<file path="src/rtl/lsio_arb_pkg.sv">
// Shared types and strobe encodings for the two-master LSIO arbiter.
package lsio_arb_pkg;

   typedef enum logic {
      MST_M0 = 1'b0,
      MST_M1 = 1'b1
   } master_id_t;

   typedef enum logic {
      LK_UNLOCKED = 1'b0,
      LK_LOCKED   = 1'b1
   } lock_state_t;

   localparam logic [3:0] STRB_READ  = 4'h0;
   localparam logic [3:0] STRB_WRITE = 4'hf;

   // Only full-word writes and plain reads reach the LSIO port.
   function automatic logic strb_legal(input logic [3:0] strb);
      return (strb == STRB_READ) || (strb == STRB_WRITE);
   endfunction

endpackage

</file>
<file path="src/rtl/lsio_arb_lock.sv">
// Bounded ownership lock: tracks the owner and breaks the lock if the other
// master is starved for LOCK_TIMEOUT-1 cycles.
module lsio_arb_lock
   import lsio_arb_pkg::*;
#(
   parameter int LOCK_TIMEOUT = 64
)
(
   input  logic       clk_i,
   input  logic       rst_i,
   input  logic       gnt_valid_i,
   input  logic       gnt_id_i,
   input  logic [1:0] lock_i,
   input  logic [1:0] req_i,
   output logic       lock_active_o,
   output logic       lock_owner_o,
   output logic       lock_break_o
);

   localparam int CW = $clog2(LOCK_TIMEOUT);
   localparam logic [CW-1:0] CNT_MAX = CW'(LOCK_TIMEOUT - 1);

   lock_state_t   state_r;
   master_id_t    owner_r;
   logic [CW-1:0] cnt_r;
   logic          break_r;

   logic          owner_req_s;
   logic          owner_lock_s;
   logic          other_req_s;
   logic          release_s;
   logic          timeout_s;
   logic [CW-1:0] cnt_inc_s;

   // Owner/other views of the request lines and the release/timeout decision.
   always_comb begin
      owner_req_s  = (owner_r == MST_M1) ? req_i[1]  : req_i[0];
      owner_lock_s = (owner_r == MST_M1) ? lock_i[1] : lock_i[0];
      other_req_s  = (owner_r == MST_M1) ? req_i[0]  : req_i[1];
      release_s    = !owner_lock_s &&
                     (!owner_req_s || (gnt_valid_i && (gnt_id_i == owner_r)));
      if (cnt_r == CNT_MAX) begin
         cnt_inc_s = cnt_r;
      end else begin
         cnt_inc_s = cnt_r + {{(CW-1){1'b0}}, 1'b1};
      end
      timeout_s = other_req_s && (cnt_inc_s == CNT_MAX);
   end

   // Lock FSM and starvation counter; release wins over a coincident timeout.
   always_ff @(posedge clk_i) begin
      if (rst_i) begin
         state_r <= LK_UNLOCKED;
         owner_r <= MST_M0;
         cnt_r   <= '0;
         break_r <= 1'b0;
      end else begin
         break_r <= 1'b0;
         case (state_r)
            LK_UNLOCKED: begin
               if (gnt_valid_i && lock_i[gnt_id_i]) begin
                  state_r <= LK_LOCKED;
                  owner_r <= master_id_t'(gnt_id_i);
                  cnt_r   <= '0;
               end else begin
                  cnt_r   <= '0;
               end
            end
            LK_LOCKED: begin
               if (release_s) begin
                  state_r <= LK_UNLOCKED;
                  cnt_r   <= '0;
               end else if (timeout_s) begin
                  state_r <= LK_UNLOCKED;
                  cnt_r   <= '0;
                  break_r <= 1'b1;
               end else if (other_req_s) begin
                  cnt_r   <= cnt_inc_s;
               end else begin
                  cnt_r   <= cnt_r;
               end
            end
            default: begin
               state_r <= LK_UNLOCKED;
               cnt_r   <= '0;
            end
         endcase
      end
   end

   assign lock_active_o = (state_r == LK_LOCKED);
   assign lock_owner_o  = owner_r;
   assign lock_break_o  = break_r;

endmodule

</file>
<file path="src/rtl/lsio_arbiter.sv">
// Round-robin arbiter sharing the LSIO register port between the CPU data
// port (M0) and the debug/boot loader (M1), with bounded locking.
module lsio_arbiter
   import lsio_arb_pkg::*;
#(
   parameter int LOCK_TIMEOUT = 64,
   parameter int M0_PRIORITY  = 1
)
(
   input  logic        clk_i,
   input  logic        rst_i,
   input  logic        m0_req_i,
   input  logic        m0_lock_i,
   input  logic [3:0]  m0_wstrb_i,
   input  logic [31:0] m0_addr_i,
   input  logic [31:0] m0_wdata_i,
   output logic        m0_gnt_o,
   output logic        m0_rvalid_o,
   output logic [31:0] m0_rdata_o,
   input  logic        m1_req_i,
   input  logic        m1_lock_i,
   input  logic [3:0]  m1_wstrb_i,
   input  logic [31:0] m1_addr_i,
   input  logic [31:0] m1_wdata_i,
   output logic        m1_gnt_o,
   output logic        m1_rvalid_o,
   output logic [31:0] m1_rdata_o,
   output logic        lsio_enable_o,
   output logic [3:0]  lsio_wstrb_o,
   output logic [31:0] lsio_addr_o,
   output logic [31:0] lsio_addr_prev_o,
   output logic [31:0] lsio_wvalue_o,
   input  logic [31:0] lsio_rvalue_i,
   output logic        strobe_err_o,
   output logic        lock_break_o
);

   logic        lock_active_s;
   logic        lock_owner_s;
   logic        gnt0_s;
   logic        gnt1_s;
   logic        gnt_any_s;
   master_id_t  win_id_s;
   logic [3:0]  win_strb_s;
   logic [31:0] win_addr_s;
   logic [31:0] win_wdata_s;

   master_id_t  last_grant_r;
   logic [31:0] addr_prev_r;
   logic [31:0] wdata_hold_r;
   logic        resp_valid_q;
   master_id_t  resp_id_q;
   logic        resp_is_read_q;

   // Grant selection: lock owner only, otherwise round-robin on contention.
   always_comb begin
      if (rst_i) begin
         gnt0_s = 1'b0;
         gnt1_s = 1'b0;
      end else if (lock_active_s) begin
         gnt0_s = m0_req_i && (lock_owner_s == MST_M0);
         gnt1_s = m1_req_i && (lock_owner_s == MST_M1);
      end else if (m0_req_i && m1_req_i) begin
         gnt0_s = (last_grant_r == MST_M1);
         gnt1_s = (last_grant_r == MST_M0);
      end else begin
         gnt0_s = m0_req_i;
         gnt1_s = m1_req_i;
      end
   end

   assign gnt_any_s   = gnt0_s || gnt1_s;
   assign win_id_s    = gnt1_s ? MST_M1     : MST_M0;
   assign win_strb_s  = gnt1_s ? m1_wstrb_i : m0_wstrb_i;
   assign win_addr_s  = gnt1_s ? m1_addr_i  : m0_addr_i;
   assign win_wdata_s = gnt1_s ? m1_wdata_i : m0_wdata_i;

   assign m0_gnt_o = gnt0_s;
   assign m1_gnt_o = gnt1_s;

   // Partial strobes are acknowledged but never reach the LSIO port.
   assign lsio_enable_o    = gnt_any_s && strb_legal(win_strb_s);
   assign strobe_err_o     = gnt_any_s && !strb_legal(win_strb_s);
   assign lsio_wstrb_o     = gnt_any_s ? win_strb_s  : STRB_READ;
   assign lsio_addr_o      = gnt_any_s ? win_addr_s  : addr_prev_r;
   assign lsio_wvalue_o    = gnt_any_s ? win_wdata_s : wdata_hold_r;
   assign lsio_addr_prev_o = addr_prev_r;

   // Round-robin history, held address/data and the one-deep response stage.
   always_ff @(posedge clk_i) begin
      if (rst_i) begin
         last_grant_r   <= (M0_PRIORITY != 0) ? MST_M1 : MST_M0;
         addr_prev_r    <= 32'h0000_0000;
         wdata_hold_r   <= 32'h0000_0000;
         resp_valid_q   <= 1'b0;
         resp_id_q      <= MST_M0;
         resp_is_read_q <= 1'b0;
      end else begin
         resp_valid_q <= gnt_any_s;
         if (gnt_any_s) begin
            last_grant_r   <= win_id_s;
            addr_prev_r    <= win_addr_s;
            wdata_hold_r   <= win_wdata_s;
            resp_id_q      <= win_id_s;
            resp_is_read_q <= (win_strb_s == STRB_READ);
         end else begin
            last_grant_r   <= last_grant_r;
            addr_prev_r    <= addr_prev_r;
            wdata_hold_r   <= wdata_hold_r;
            resp_id_q      <= resp_id_q;
            resp_is_read_q <= resp_is_read_q;
         end
      end
   end

   assign m0_rvalid_o = !rst_i && resp_valid_q && (resp_id_q == MST_M0);
   assign m1_rvalid_o = !rst_i && resp_valid_q && (resp_id_q == MST_M1);
   assign m0_rdata_o  = (m0_rvalid_o && resp_is_read_q) ? lsio_rvalue_i : 32'h0000_0000;
   assign m1_rdata_o  = (m1_rvalid_o && resp_is_read_q) ? lsio_rvalue_i : 32'h0000_0000;

   lsio_arb_lock #(
      .LOCK_TIMEOUT (LOCK_TIMEOUT)
   ) u_lock (
      .clk_i         (clk_i),
      .rst_i         (rst_i),
      .gnt_valid_i   (gnt_any_s),
      .gnt_id_i      (win_id_s),
      .lock_i        ({m1_lock_i, m0_lock_i}),
      .req_i         ({m1_req_i, m0_req_i}),
      .lock_active_o (lock_active_s),
      .lock_owner_o  (lock_owner_s),
      .lock_break_o  (lock_break_o)
   );

endmodule

</file>
<file path="config.mk">
export PLATFORM = sky130hd
export DESIGN_NAME = lsio_arbiter
export DESIGN_NICKNAME = d
export VERILOG_FILES = /design/src/rtl/lsio_arb_pkg.sv /design/src/rtl/lsio_arb_lock.sv /design/src/rtl/lsio_arbiter.sv
export SDC_FILE = /design/constraint.sdc
export NUM_CORES = 1
export LEC_CHECK = 0
export BUFFER_PORTS_ARGS = -buffer_cell sky130_fd_sc_hd__buf_2
export CORE_AREA = 3 3 135 137
export DETAILED_ROUTE_END_ITERATION = 10
export DIE_AREA = 0 0 138 140
export GPL_ROUTABILITY_DRIVEN = 0
export HOLD_SLACK_MARGIN = 0.05
export PLACE_DENSITY = 0.65
export SLEW_MARGIN = 20
export SYNTH_ARGS = -nofsm -noshare
export SYNTH_HDL_FRONTEND = slang
export SYNTH_SLANG_ARGS = --single-unit
</file>
<file path="constraint.sdc">
create_clock -name clk_i -period 5.5 [get_ports clk_i]
set_input_delay 1.1 -clock clk_i [delete_from_list [all_inputs] [get_ports clk_i]]
set_output_delay 1.1 -clock clk_i [all_outputs]
set_load 0.05 [all_outputs]
</file>
==> qor_table.md, run 1 <==
| Parameter | Value |
| --- | --- |
| Max FO, Critical Path | 66 |
| Final ANT Viol Nets | 0 |
| Latest clock arrival within the worst-skew pair | 0.34 ns |
| Average cell area after synthesis | 8.75 µm² |
| Ys Warns | 0 |
| CTS-repair resized insts | 0 |
| Filler cell count in the final layout | 1752 |
| Overall routed net length | 16600 µm |
| Library cell occupying the most area in the post-synthesis netlist | dfxtp_1 |
| Critical path's most frequent cell | buf_2 |
| Number of nets in the layout | 1023 |
| Via-per-instance ratio | 4.64 |
| Slowest stage cell, crit path | nand2_4 |
| Cell area after placement | 6430 µm² |
| Number of antenna violations at the first check in global routing | 0 |
| Type of the most critical hold path | reg -> reg |
| Most frequent cells after synthesis | dfxtp_1, and3_1, inv_1 |
| Sequential-to-total area share from yosys stat | 0.331 |
| Max Cap Viol | 0 |
| DIE AREA | 19300 µm² |
| Setup clock skew after layout | 0.00842 ns |
| Hold violation count in the final report | 0 |
| Maximum frequency from static timing analysis | 0.239 GHz |
| Share of the core filled with cells in the final layout | 0.393 |
| Hold_ws | 0.541 ns |
| Vias post-DR | 5000 |
| Leakage Power | 3.62 nW |
| CP cell instances | buf_2, or3b_4, nand4b_4, nand2_4, o21ai_1, buf_2 |
| Critical Path End Type | output port |
| Startpoint Class | primary input |
| Number of buffers and inverters on the critical path | 2 |
| Estimated wirelength of the detail-placed design | 12700 µm |
| Net switching power | 0.757 mW |
| Number of global-route vias before repair | 4865 |
| Post-synthesis cell type count | 46 |
| Delay contributed by the slowest stage of the critical path | 0.48 ns |
| WP data arrival | 3.09 ns |
| Switching Fraction | 0.390 |
| Hold buffer count at CTS | 0 |
| Result of the run | finished, final reports clean |
| Power density over cell area | 288 nW/µm² |
| Total gr overflow | 0 |
| Die X-Extent | 138 µm |
| Total design power | 1.94 mW |
| Async set-reset flop share out of synthesis | 0 |
| Flip-flop and latch count after synthesis | 77 |
| Most instantiated flip-flop cell in the synthesis netlist | dfxtp_1 |
| Signed area change from the synthesized netlist to the final layout | 44.9% |
| Pre-CTS setup slack | 1.28 ns |
| DRC violation count after routing | 0 |
| Initial detailed-routing violation count | 216 |
| Sinks on Clock Net | 77 |
| Clock tree from TritonCTS | done |
| Largest net degree at the start of global routing | 67 |
| Clock root buffer master | clkbuf_16 |
| Initial core utilization | 0.271 |
| WL per Instance | 15.4 µm |
| CP top delay family | simple AND/OR/NAND/NOR gates |
| Depth of the CTS H-tree | 3 |
| Number of ports placed on the die boundary | 345 |
| Worst Tran Pin Value | 1.07 ns |
| Placed Cells incl. Taps | 1062 |
| Largest buffer count on any clock path | 2 |
| Total nets after synthesis | 707 |
| Number of clock buffers inserted by TritonCTS | 9 |
| Post-Syn Area | 4660 µm² |
| All-layer global routing usage | 0.164 |
| Clock power share | 0.327 |
| Setup Viol. Count Final | 0 |
| Setup Crit Path Kind | in -> out |
| Worst VDD drop | 0.144 mV |
| Number of setup buffers added after CTS | 0 |
| Global-route wire length before repair | 25800 µm |
| Final Cycle Share | 0.762 |
| Count of non-filler cells in the finished layout | 1077 |
| Most used standard cell by instance count after synthesis | dfxtp_1 |
| Dominant cells by area after synthesis | dfxtp_1, a22oi_2, and3_1 |
| Pre-antenna DRT Iters | 5 |
| Antenna cell count | 0 |
| Critical path required time | 4.40 ns |
| Internal Dissipation | 1.18 mW |
| Core box area | 17200 µm² |
| Ratio of cells with drive above 1 in the final layout | 0.533 |
| Fin area | 6750 µm² |
| Row cnt | 48 |
| RSZ-0062 raised after global routing | no |
| Worst max-slew margin expressed relative to the limit | 0.287 |
| Area fraction of the dominant cell type after synthesis | 0.331 |
| Fin worst setup slack | 1.31 ns |
| TNS Setup | 0 ns |
| Final-report max-slew violation count | 0 |
| Post-synthesis instance total | 532 |
| EDFF count, synth | 0 |
| Clock-pin slew of the registers on the worst-case setup and hold paths | 0.06 ns |
| Count of buffers inserted at the top-level ports | 344 |
| Period minus WS final | 4.19 ns |
| Overall die height | 140 µm |
| Proportion of power drawn by flip-flops and latches | 0.318 |
| Combinational share of power | 0.355 |
==> per-layer routing <==
layer | vias to the layer above | wire, µm | GRT usage
met2 | 244 | 7760 | 0.281
met3 | 28 | 1330 | 0.0434
met5 | - | 0 | 0
met4 | 0 | 577 | 0.0770
li1 | 2487 | - | -
met1 | 2241 | 6910 | 0.192
==> kinds of logic after synthesis <==
group                      count (synthesis)  synth area share
AOI/OAI and AO/OA                        157             0.287
xor gates and xnor gates                   1           0.00188
adders and majority gates                  1           0.00269
buffers and inverters                    114             0.120
DFF                                       77             0.331
muxes                                      3           0.00672
and+or+nand+nor                          179             0.250
==> power groups by stage <==
stage                     combinational [mW]  clock (mW)  sequential (mW)
after floorplan                        0.456           0            0.685
after global placement                 0.690           0            0.627
after detailed placement               0.692           0            0.628
after CTS                              0.694       0.661            0.616
after global routing                   0.733       0.679            0.620
final                                  0.689       0.635            0.616
==> flip-flops by register name, indices dropped and copies added, names as in the netlist <==
signal / flops
lsio_addr_prev_o: 32
wdata_hold_r: 32
u_lock.cnt_r: 6
last_grant_r: 1
resp_id_q: 1
resp_is_read_q: 1
resp_valid_q: 1
u_lock.lock_active_o: 1
u_lock.lock_break_o: 1
u_lock.lock_owner_o: 1
==> final cells by class <==
type | instances | area (µm²) | share of cell area
Clock inverter | 6 | 88.8 | 0.0132
Inverter | 68 | 258 | 0.0382
Timing Repair Buffer | 351 | 1790 | 0.265
Clock buffer | 9 | 225 | 0.0334
Tap cell | 225 | 282 | 0.0417
Sequential cell | 77 | 1540 | 0.229
Multi-Input combinational cell | 341 | 2560 | 0.380
==> cell usage in the layout, fill, tap and decap left out, types with 2 or more instances in the layout <==
master      instances
o21ai_2            39
and2b_1            39
nand4_1             2
nor2b_1            25
nor3_1              3
inv_1              66
nand3b_1            5
o22ai_1             2
nor2_1              6
o21ai_0             5
and4_1              2
o21ai_1            25
nand2_1             9
clkinvlp_4          2
clkbuf_16           9
mux2i_1             2
clkinv_2            3
nand3_1             7
a22oi_1            25
bufinv_16           2
and3_1             68
a31oi_1             3
buf_4               6
a211oi_1            2
buf_2             344
a21oi_1             8
a22o_1              4
a22oi_2            40
or4_1               2
dfxtp_1            77
==> worst min-delay path: cells and delay by family, from the launching register on <==
| kind | cells | cell delay [ns] |
|---|---|---|
| AO/OA/AOI/OAI | 1 | 0.12 |
| flip-flops | 1 | 0.33 |
| AND/OR/NAND/NOR | 1 | 0.04 |
==> path summary, 6_finish.rpt <==
path,start,end,slack [ns],cells after the start
max,m1_req_i,lsio_wvalue_o[18],1.31,6
min,resp_id_q$_SDFFE_PP0N_,resp_id_q$_SDFFE_PP0N_,0.54,2
max reg2reg,u_lock.lock_active_o$_SDFF_PP0_,wdata_hold_r[18]$_SDFF_PP0_,3.11,5
min reg2reg,resp_id_q$_SDFFE_PP0N_,resp_id_q$_SDFFE_PP0N_,0.54,2
Power figures use the tool's default switching activity.
==> run 2: changes to the inputs <==
--- a/config.mk
+++ b/config.mk
@@ -5,13 +5,14 @@
 export SDC_FILE = /design/constraint.sdc
 export NUM_CORES = 1
 export LEC_CHECK = 0
+export ABC_AREA = 1
 export BUFFER_PORTS_ARGS = -buffer_cell sky130_fd_sc_hd__buf_2
-export CORE_AREA = 3 3 135 137
+export CORE_AREA = 3 3 131 133
 export DETAILED_ROUTE_END_ITERATION = 10
-export DIE_AREA = 0 0 138 140
+export DIE_AREA = 0 0 134 136
 export GPL_ROUTABILITY_DRIVEN = 0
 export HOLD_SLACK_MARGIN = 0.05
-export PLACE_DENSITY = 0.65
+export PLACE_DENSITY = 0.66
 export SLEW_MARGIN = 20
 export SYNTH_ARGS = -nofsm -noshare
 export SYNTH_HDL_FRONTEND = slang
==> constraint.sdc (replaced) <==
create_clock -name clk_i -period 4.3 [get_ports clk_i]
set_input_delay 0.86 -clock clk_i [delete_from_list [all_inputs] [get_ports clk_i]]
set_output_delay 0.86 -clock clk_i [all_outputs]
set_load 0.05 [all_outputs]
==> run 2 against run 1 <==
Compared with the run above: flip-flop and latch count is the same; core utilization is 1.1 points higher; critical path type unchanged; via count up 13%; sequential share of layout area is 1.1 points higher; combinational power increased by 28%; clock power rose by 24%; critical endpoint is now lsio_wvalue_o[10]; design area decreased by 4.6%; synthesized cell count grew 30%; largest power group unchanged; highest routed layer is now met5; worst setup slack got worse by 0.51 ns; power is 27% higher.
==> qor_table.md, run 2 <==
| Parameter | Value | vs previous |
| --- | --- | --- |
| Hold buffer count at CTS | 0 | unchanged |
| DRC violation count after routing | 0 | unchanged |
| Setup Viol. Count Final | 0 | unchanged |
| Via-per-instance ratio | 4.56 | -1.7% |
| Count of non-filler cells in the finished layout | 1238 | +15% |
| Fin worst setup slack | 0.802 ns | -0.509 ns |
| WP data arrival | 2.64 ns | -0.45 ns |
| Number of setup buffers added after CTS | 0 | unchanged |
| Max FO, Critical Path | 35 | -47% |
| Number of clock buffers inserted by TritonCTS | 9 | unchanged |
| Total nets after synthesis | 864 | +22% |
| Clock power share | 0.321 | -0.006 |
| Final-report max-slew violation count | 0 | unchanged |
| Clock tree from TritonCTS | done |  |
| Dominant cells by area after synthesis | dfxtp_1, nand2_1, a31oi_1 |  |
| Sequential-to-total area share from yosys stat | 0.364 | +0.0325 |
| Critical path required time | 3.44 ns | -0.96 ns |
| Vias post-DR | 5650 | +13% |
| Setup Crit Path Kind | in -> out |  |
| Total design power | 2.46 mW | +27% |
| Initial core utilization | 0.266 | -0.00516 |
| Maximum frequency from static timing analysis | 0.286 GHz |  |
| Async set-reset flop share out of synthesis | 0 | unchanged |
| Type of the most critical hold path | reg -> reg |  |
| Leakage Power | 3.74 nW | +3.1% |
| Most instantiated flip-flop cell in the synthesis netlist | dfxtp_1 |  |
| Sinks on Clock Net | 77 | unchanged |
| Average cell area after synthesis | 6.15 µm² | -30% |
| Most frequent standard cell in the layout excluding fill and tap cells | buf_2 |  |
| Placed Cells incl. Taps | 1222 | +15% |
| Clock root buffer master | clkbuf_16 |  |
| Area fraction of the dominant cell type after synthesis | 0.364 | +0.0325 |
| Most used standard cell by instance count after synthesis | nand2_1 |  |
| Worst Tran Pin Value | 1.03 ns | -0.0432 ns |
| RSZ-0062 raised after global routing | no |  |
| Share of the core filled with cells in the final layout | 0.404 | +0.0108 |
| Final Cycle Share | 0.814 |  |
| Hold violation count in the final report | 0 | unchanged |
| Ratio of cells with drive above 1 in the final layout | 0.373 | -0.160 |
| Largest net degree at the start of global routing | 53 | -21% |
| Estimated wirelength of the detail-placed design | 13500 µm | +6.4% |
| Clock-pin slew of the registers on the worst-case setup and hold paths | 0.06 ns | about the same |
| CTS-repair resized insts | 0 | unchanged |
| Initial detailed-routing violation count | 294 | +36% |
| Number of antenna violations at the first check in global routing | 1 | +1 |
| Hold_ws | 0.481 ns | -0.0601 ns |
| Final ANT Viol Nets | 0 | unchanged |
| Ys Warns | 0 | unchanged |
| Result of the run | finished, final reports clean |  |
| Total gr overflow | 0 | unchanged |
| Global-route wire length before repair | 25200 µm | -2.1% |
| Switching Fraction | 0.404 | +0.0136 |
| Pre-CTS setup slack | 0.770 ns | -0.506 ns |
| Latest clock arrival within the worst-skew pair | 0.34 ns | about the same |
| EDFF count, synth | 0 | unchanged |
| All-layer global routing usage | 0.173 | +0.00874 |
| Number of global-route vias before repair | 5075 | +4.3% |
| Internal Dissipation | 1.47 mW | +24% |
| Core box area | 15900 µm² | -7.2% |
| Period minus WS final | 3.50 ns |  |
| Count of buffers inserted at the top-level ports | 344 | unchanged |
| Setup clock skew after layout | 0.0131 ns | +0.00467 ns |
| WL per Instance | 13.8 µm | -10% |
| TNS Setup | 0 ns | unchanged |
| Critical Path End Type | output port |  |
| Worst max-slew margin expressed relative to the limit | 0.314 | +0.0271 |
| Pre-antenna DRT Iters | 5 | unchanged |
| Most frequent cells after synthesis | nand2_1, nor2_1, dfxtp_1 |  |
| Number of ports placed on the die boundary | 345 | unchanged |
| Signed area change from the synthesized netlist to the final layout | 51.8% |  |
| Proportion of power drawn by flip-flops and latches | 0.322 | +0.004 |
| Combinational share of power | 0.357 | +0.002 |
| Row cnt | 46 | -4.2% |
| Startpoint Class | primary input |  |
| Number of nets in the layout | 1192 | +17% |
| Fin area | 6430 µm² | -4.6% |
| Depth of the CTS H-tree | 3 | unchanged |
| Overall die height | 136 µm | -2.9% |
| Overall routed net length | 17100 µm | +3.4% |
| Die X-Extent | 134 µm | -2.9% |
| Worst VDD drop | 0.181 mV | +26% |
| Largest buffer count on any clock path | 2 | unchanged |
| Highest-count cells in the layout ignoring fill and taps | buf_2, nand2_1, nor2_1, dfxtp_1, nand3_1 |  |
| Cell area after placement | 6120 µm² | -4.8% |
| Power density over cell area | 383 nW/µm² | +33% |
| Post-Syn Area | 4240 µm² | -8.9% |
| Max Cap Viol | 0 | unchanged |
| Net switching power | 0.994 mW | +31% |
| Flip-flop and latch count after synthesis | 77 | unchanged |
| Library cell occupying the most area in the post-synthesis netlist | dfxtp_1 |  |
| DIE AREA | 18200 µm² | -5.7% |
| Post-synthesis instance total | 689 | +30% |
| Antenna cell count | 0 | unchanged |
| Post-synthesis cell type count | 25 | -46% |
## run 2: cell types whose count changed after synthesis, moves of 16 or more
cell and change:
a31oi_1 +61, nor2b_1 -25, and3_1 -67, nor2_1 +84
nand3_1 +66, buf_6 -16, o21ai_2 -38, and2b_1 -39
a22oi_2 -40, a22oi_1 -25, nand2_1 +252, o21ai_1 -25
## run 2: cells by family after synthesis
kind of cell    count (synthesis)  synth area share
compound gates                 81             0.116
fa+ha+maj                       1           0.00295
buf+inv                        94            0.0971
flops                          77             0.364
simple gates                  436             0.420
## run 2: worst paths after layout
check / depth (start not counted) / to / slack, ns / start
worst min-delay path: 2 / resp_id_q$_SDFFE_PP0N_ / 0.48 / resp_id_q$_SDFFE_PP0N_
worst min register to register: 2 / resp_id_q$_SDFFE_PP0N_ / 0.48 / resp_id_q$_SDFFE_PP0N_
worst max-delay path: 9 / lsio_wvalue_o[10] / 0.80 / rst_i
worst max register to register: 9 / lsio_addr_prev_o[7]$_SDFF_PP0_ / 2.44 / u_lock.lock_active_o$_SDFF_PP0_
## run 2: area by class of cell
class | count | area, µm²
Clock buffer | 11 | 253
Clock inverter | 5 | 58.8
Fill cell | 1759 | 9510
Inverter | 59 | 223
Multi-Input combinational cell | 518 | 2290
Sequential cell | 77 | 1540
Tap cell | 216 | 270
Timing Repair Buffer | 352 | 1790
## run 2: worst max-delay path, stage by stage
cell and delay, ns:
buf_2 0.12, buf_4 0.24, nor2_2 0.20, nand2_1 0.13
o21ai_4 0.15, buf_4 0.41, nand2_1 0.13, nand3_1 0.11
buf_2 0.26
## run 2: power groups by stage
stage	clock (mW)	sequential (mW)	combinational, mW
final	0.789	0.793	0.880
after global routing	0.845	0.798	0.940
after CTS	0.823	0.792	0.887
after detailed placement	0	0.807	0.885
after global placement	0	0.806	0.883
after floorplan	0	0.884	0.560
## run 2: metal layers
metal / global-route usage / vias to the layer above / share of wire
met1: 0.197 / 2481 / 0.41
li1: - / 2886 / -
met3: 0.0348 / 25 / 0.072
met2: 0.313 / 256 / 0.50
met4: 0.0766 / 2 / 0.024
met5: 0 / - / 0.00041
==> run 3: changes to the inputs <==
--- a/config.mk
+++ b/config.mk
@@ -5,14 +5,14 @@
 export SDC_FILE = /design/constraint.sdc
 export NUM_CORES = 1
 export LEC_CHECK = 0
-export ABC_AREA = 1
+export ABC_AREA = 0
 export BUFFER_PORTS_ARGS = -buffer_cell sky130_fd_sc_hd__buf_2
-export CORE_AREA = 3 3 131 133
+export CORE_AREA = 3 3 135 137
 export DETAILED_ROUTE_END_ITERATION = 10
-export DIE_AREA = 0 0 134 136
+export DIE_AREA = 0 0 138 140
 export GPL_ROUTABILITY_DRIVEN = 0
 export HOLD_SLACK_MARGIN = 0.05
-export PLACE_DENSITY = 0.66
+export PLACE_DENSITY = 0.68
 export SLEW_MARGIN = 20
 export SYNTH_ARGS = -nofsm -noshare
 export SYNTH_HDL_FRONTEND = slang
==> constraint.sdc (replaced) <==
create_clock -name clk_i -period 3.2 [get_ports clk_i]
set_input_delay 0.64 -clock clk_i [delete_from_list [all_inputs] [get_ports clk_i]]
set_output_delay 0.64 -clock clk_i [all_outputs]
set_load 0.05 [all_outputs]
==> run 3 against run 2 <==
Compared with the run above: cell count down 13%; via count down 11%; core utilization down 0.33 points; sequential power up 34%; routed wire length down 1.9%; largest power group unchanged.
==> qor_table.md, run 3 (synthesis results as in run 1) <==
| Parameter | Value | vs previous |
| --- | --- | --- |
| Number of nets in the layout | 1026 | -14% |
| Delay contributed by the slowest stage of the critical path | 0.49 ns | +0.08 ns |
| Row cnt | 48 | +4.3% |
| Critical Path End Type | output port |  |
| Setup clock skew after layout | 0.00760 ns | -0.00550 ns |
| WP data arrival | 2.30 ns | -0.34 ns |
| Max Cap Viol | 0 | unchanged |
| Number of ports placed on the die boundary | 345 | unchanged |
| Cell area after placement | 6560 µm² | +7.2% |
| Pre-CTS setup slack | 0.309 ns | -0.461 ns |
| Cell count of the worst hold path | 2 | unchanged |
| Startpoint Class | flip-flop |  |
| All-layer global routing usage | 0.167 | -0.00574 |
| DRC violation count after routing | 0 | unchanged |
| Largest buffer count on any clock path | 2 | unchanged |
| Overall die height | 140 µm | +2.9% |
| Number of setup buffers added after CTS | 0 | unchanged |
| Pre-antenna DRT Iters | 4 | -1 |
| Clock root buffer master | clkbuf_16 |  |
| CTS-repair resized insts | 0 | unchanged |
| Met2 usage in global routing | 0.287 | -0.0263 |
| Die X-Extent | 138 µm | +3.0% |
| TNS Setup | 0 ns | unchanged |
| CP top delay family | compound AO/OA/AOI/OAI gates |  |
| Number of clock buffers inserted by TritonCTS | 9 | unchanged |
| Slowest stage cell, crit path | dfxtp_1 |  |
| Initial core utilization | 0.271 | +0.00516 |
| Final-report max-slew violation count | 0 | unchanged |
| Total gr overflow | 0 | unchanged |
| Type of the most critical hold path | reg -> reg |  |
| Clock tree from TritonCTS | done |  |
| Fin area | 6880 µm² | +6.9% |
| RSZ-0062 raised after global routing | no |  |
| Worst max-slew margin expressed relative to the limit | 0.603 | +0.289 |
| Number of global-route vias before repair | 4845 | -4.5% |
| Critical path required time | 2.56 ns | -0.88 ns |
| Global-route wire length before repair | 26200 µm | +3.7% |
| Number of buffers and inverters on the critical path | 3 | -1 |
| Most frequent standard cell in the layout excluding fill and tap cells | buf_2 |  |
| CP cell instances | nand2_1, a211o_1, clkinv_2, buf_12, a31oi_1, a21oi_1, buf_2 |  |
| Maximum frequency from static timing analysis | 0.340 GHz |  |
| Result of the run | finished, final reports clean |  |
| Power density over cell area | 488 nW/µm² | +27% |
| Signed area change from the synthesized netlist to the final layout | 47.7% |  |
| Count of buffers inserted at the top-level ports | 344 | unchanged |
| Placed Cells incl. Taps | 1065 | -13% |
| Share of the core filled with cells in the final layout | 0.400 | -0.00327 |
| Cell count of the worst reg-to-reg path | 6 | -3 |
| Filler cell count in the final layout | 1733 | -1.5% |
| Clock-pin slew of the registers on the worst-case setup and hold paths | 0.06 ns | about the same |
| Antenna cell count | 0 | unchanged |
| Worst VDD drop | 0.299 mV | +65% |
| DIE AREA | 19300 µm² | +6.0% |
| Overall routed net length | 16800 µm | -1.9% |
| Setup Crit Path Kind | reg -> out |  |
| Leakage Power | 3.66 nW | -1.9% |
| Largest net degree at the start of global routing | 72 | +36% |
| Period minus WS final | 2.94 ns |  |
| Vias post-DR | 5022 | -11% |
| Depth of the critical timing path with buffers and inverters included | 7 | -2 |
| Met3 track utilization from global routing | 0.0536 | +0.0188 |
| Final ANT Viol Nets | 0 | unchanged |
| Initial detailed-routing violation count | 291 | -1.0% |
| Core box area | 17200 µm² | +7.7% |
| Hold buffer count at CTS | 0 | unchanged |
| Sinks on Clock Net | 77 | unchanged |
| Final Cycle Share | 0.918 |  |
| Global Route met1 Usage | 0.198 | +0.000966 |
| Fin worst setup slack | 0.261 ns | -0.541 ns |
| Busiest grt layer | met2 |  |
| Latest clock arrival within the worst-skew pair | 0.33 ns | about the same |
| Count of non-filler cells in the finished layout | 1080 | -13% |
| Max FO, Critical Path | 36 | +2.9% |
| Via-per-instance ratio | 4.65 | +1.9% |
| Worst Tran Pin Value | 0.589 ns | -0.438 ns |
| Estimated wirelength of the detail-placed design | 13100 µm | -3.1% |
| WL per Instance | 15.6 µm | +13% |
| Setup Viol. Count Final | 0 | unchanged |
| Number of antenna violations at the first check in global routing | 1 | unchanged |
| Depth of the CTS H-tree | 3 | unchanged |
| Hold violation count in the final report | 0 | unchanged |
| Ratio of cells with drive above 1 in the final layout | 0.535 | +0.162 |
| Highest-count cells in the layout ignoring fill and taps | buf_2, dfxtp_1, and3_1, inv_1, a22oi_2 |  |
[run 3: cell types whose count changed in the layout (fill, tap and decap cells not counted), sizes merged, moves of 8 or more]
cell,before,now
nor2b,0,25
inv,58,66
o21ai,12,69
nand2,263,10
nand3,74,7
and2b,0,39
nor2,95,6
a31oi,64,3
a22oi,0,65
and3,1,68
[run 3: tightest hold or removal path: stages (launching register included)]
cell and delay (ns):
dfxtp_1 0.36, nand2_1 0.07, a21oi_1 0.06
[run 3: per-layer routing]
| layer | wire [µm] | share of wire |
|---|---|---|
| met1 | 6850 | 0.41 |
| met4 | 400 | 0.024 |
| met5 | 13 | 0.00077 |
| met2 | 8210 | 0.49 |
| met3 | 1350 | 0.080 |
[run 3: final cells by class]
cell class	instances	area, µm²	share of cell area
clock buffer	9	225	0.0328
inverter	68	258	0.0375
sequential	77	1540	0.224
clock inverter	6	88.8	0.0129
tap	225	282	0.0409
timing repair buffer	354	1920	0.279
multi-input combinational	341	2560	0.373
[run 3: final timing paths]
| kind | startpoint | end | slack, ns |
|---|---|---|---|
| max | u_lock.lock_active_o$_SDFF_PP0_ | strobe_err_o | 0.26 |
| min | u_lock.cnt_r[1]$_SDFFE_PP0P_ | u_lock.cnt_r[1]$_SDFFE_PP0P_ | 0.54 |
| max reg2reg | u_lock.cnt_r[0]$_SDFFE_PP0P_ | u_lock.lock_active_o$_SDFF_PP0_ | 1.19 |
| min reg2reg | u_lock.cnt_r[1]$_SDFFE_PP0P_ | u_lock.cnt_r[1]$_SDFFE_PP0P_ | 0.54 |
[run 3: where the power goes]
| part | switching, mW | internal, mW | total, mW |
|---|---|---|---|
| logic | 0.863 | 0.345 | 1.21 |
| clock network | 0.407 | 0.678 | 1.09 |
| registers | 0.0328 | 1.03 | 1.06 |
| total | 1.30 | 2.05 | 3.35 |
[run 3: metrics by stage]
| stage | total power, mW | hold WS (ns) |
|---|---|---|
| 2_1_floorplan | 1.96 | 0.474 |
| 3_3_place_gp | 2.29 | 0.528 |
| 3_5_place_dp | 2.29 | 0.528 |
| 4_1_cts | 3.40 | 0.537 |
| 5_1_grt | 3.51 | 0.580 |
| 6_report | 3.35 | 0.536 |
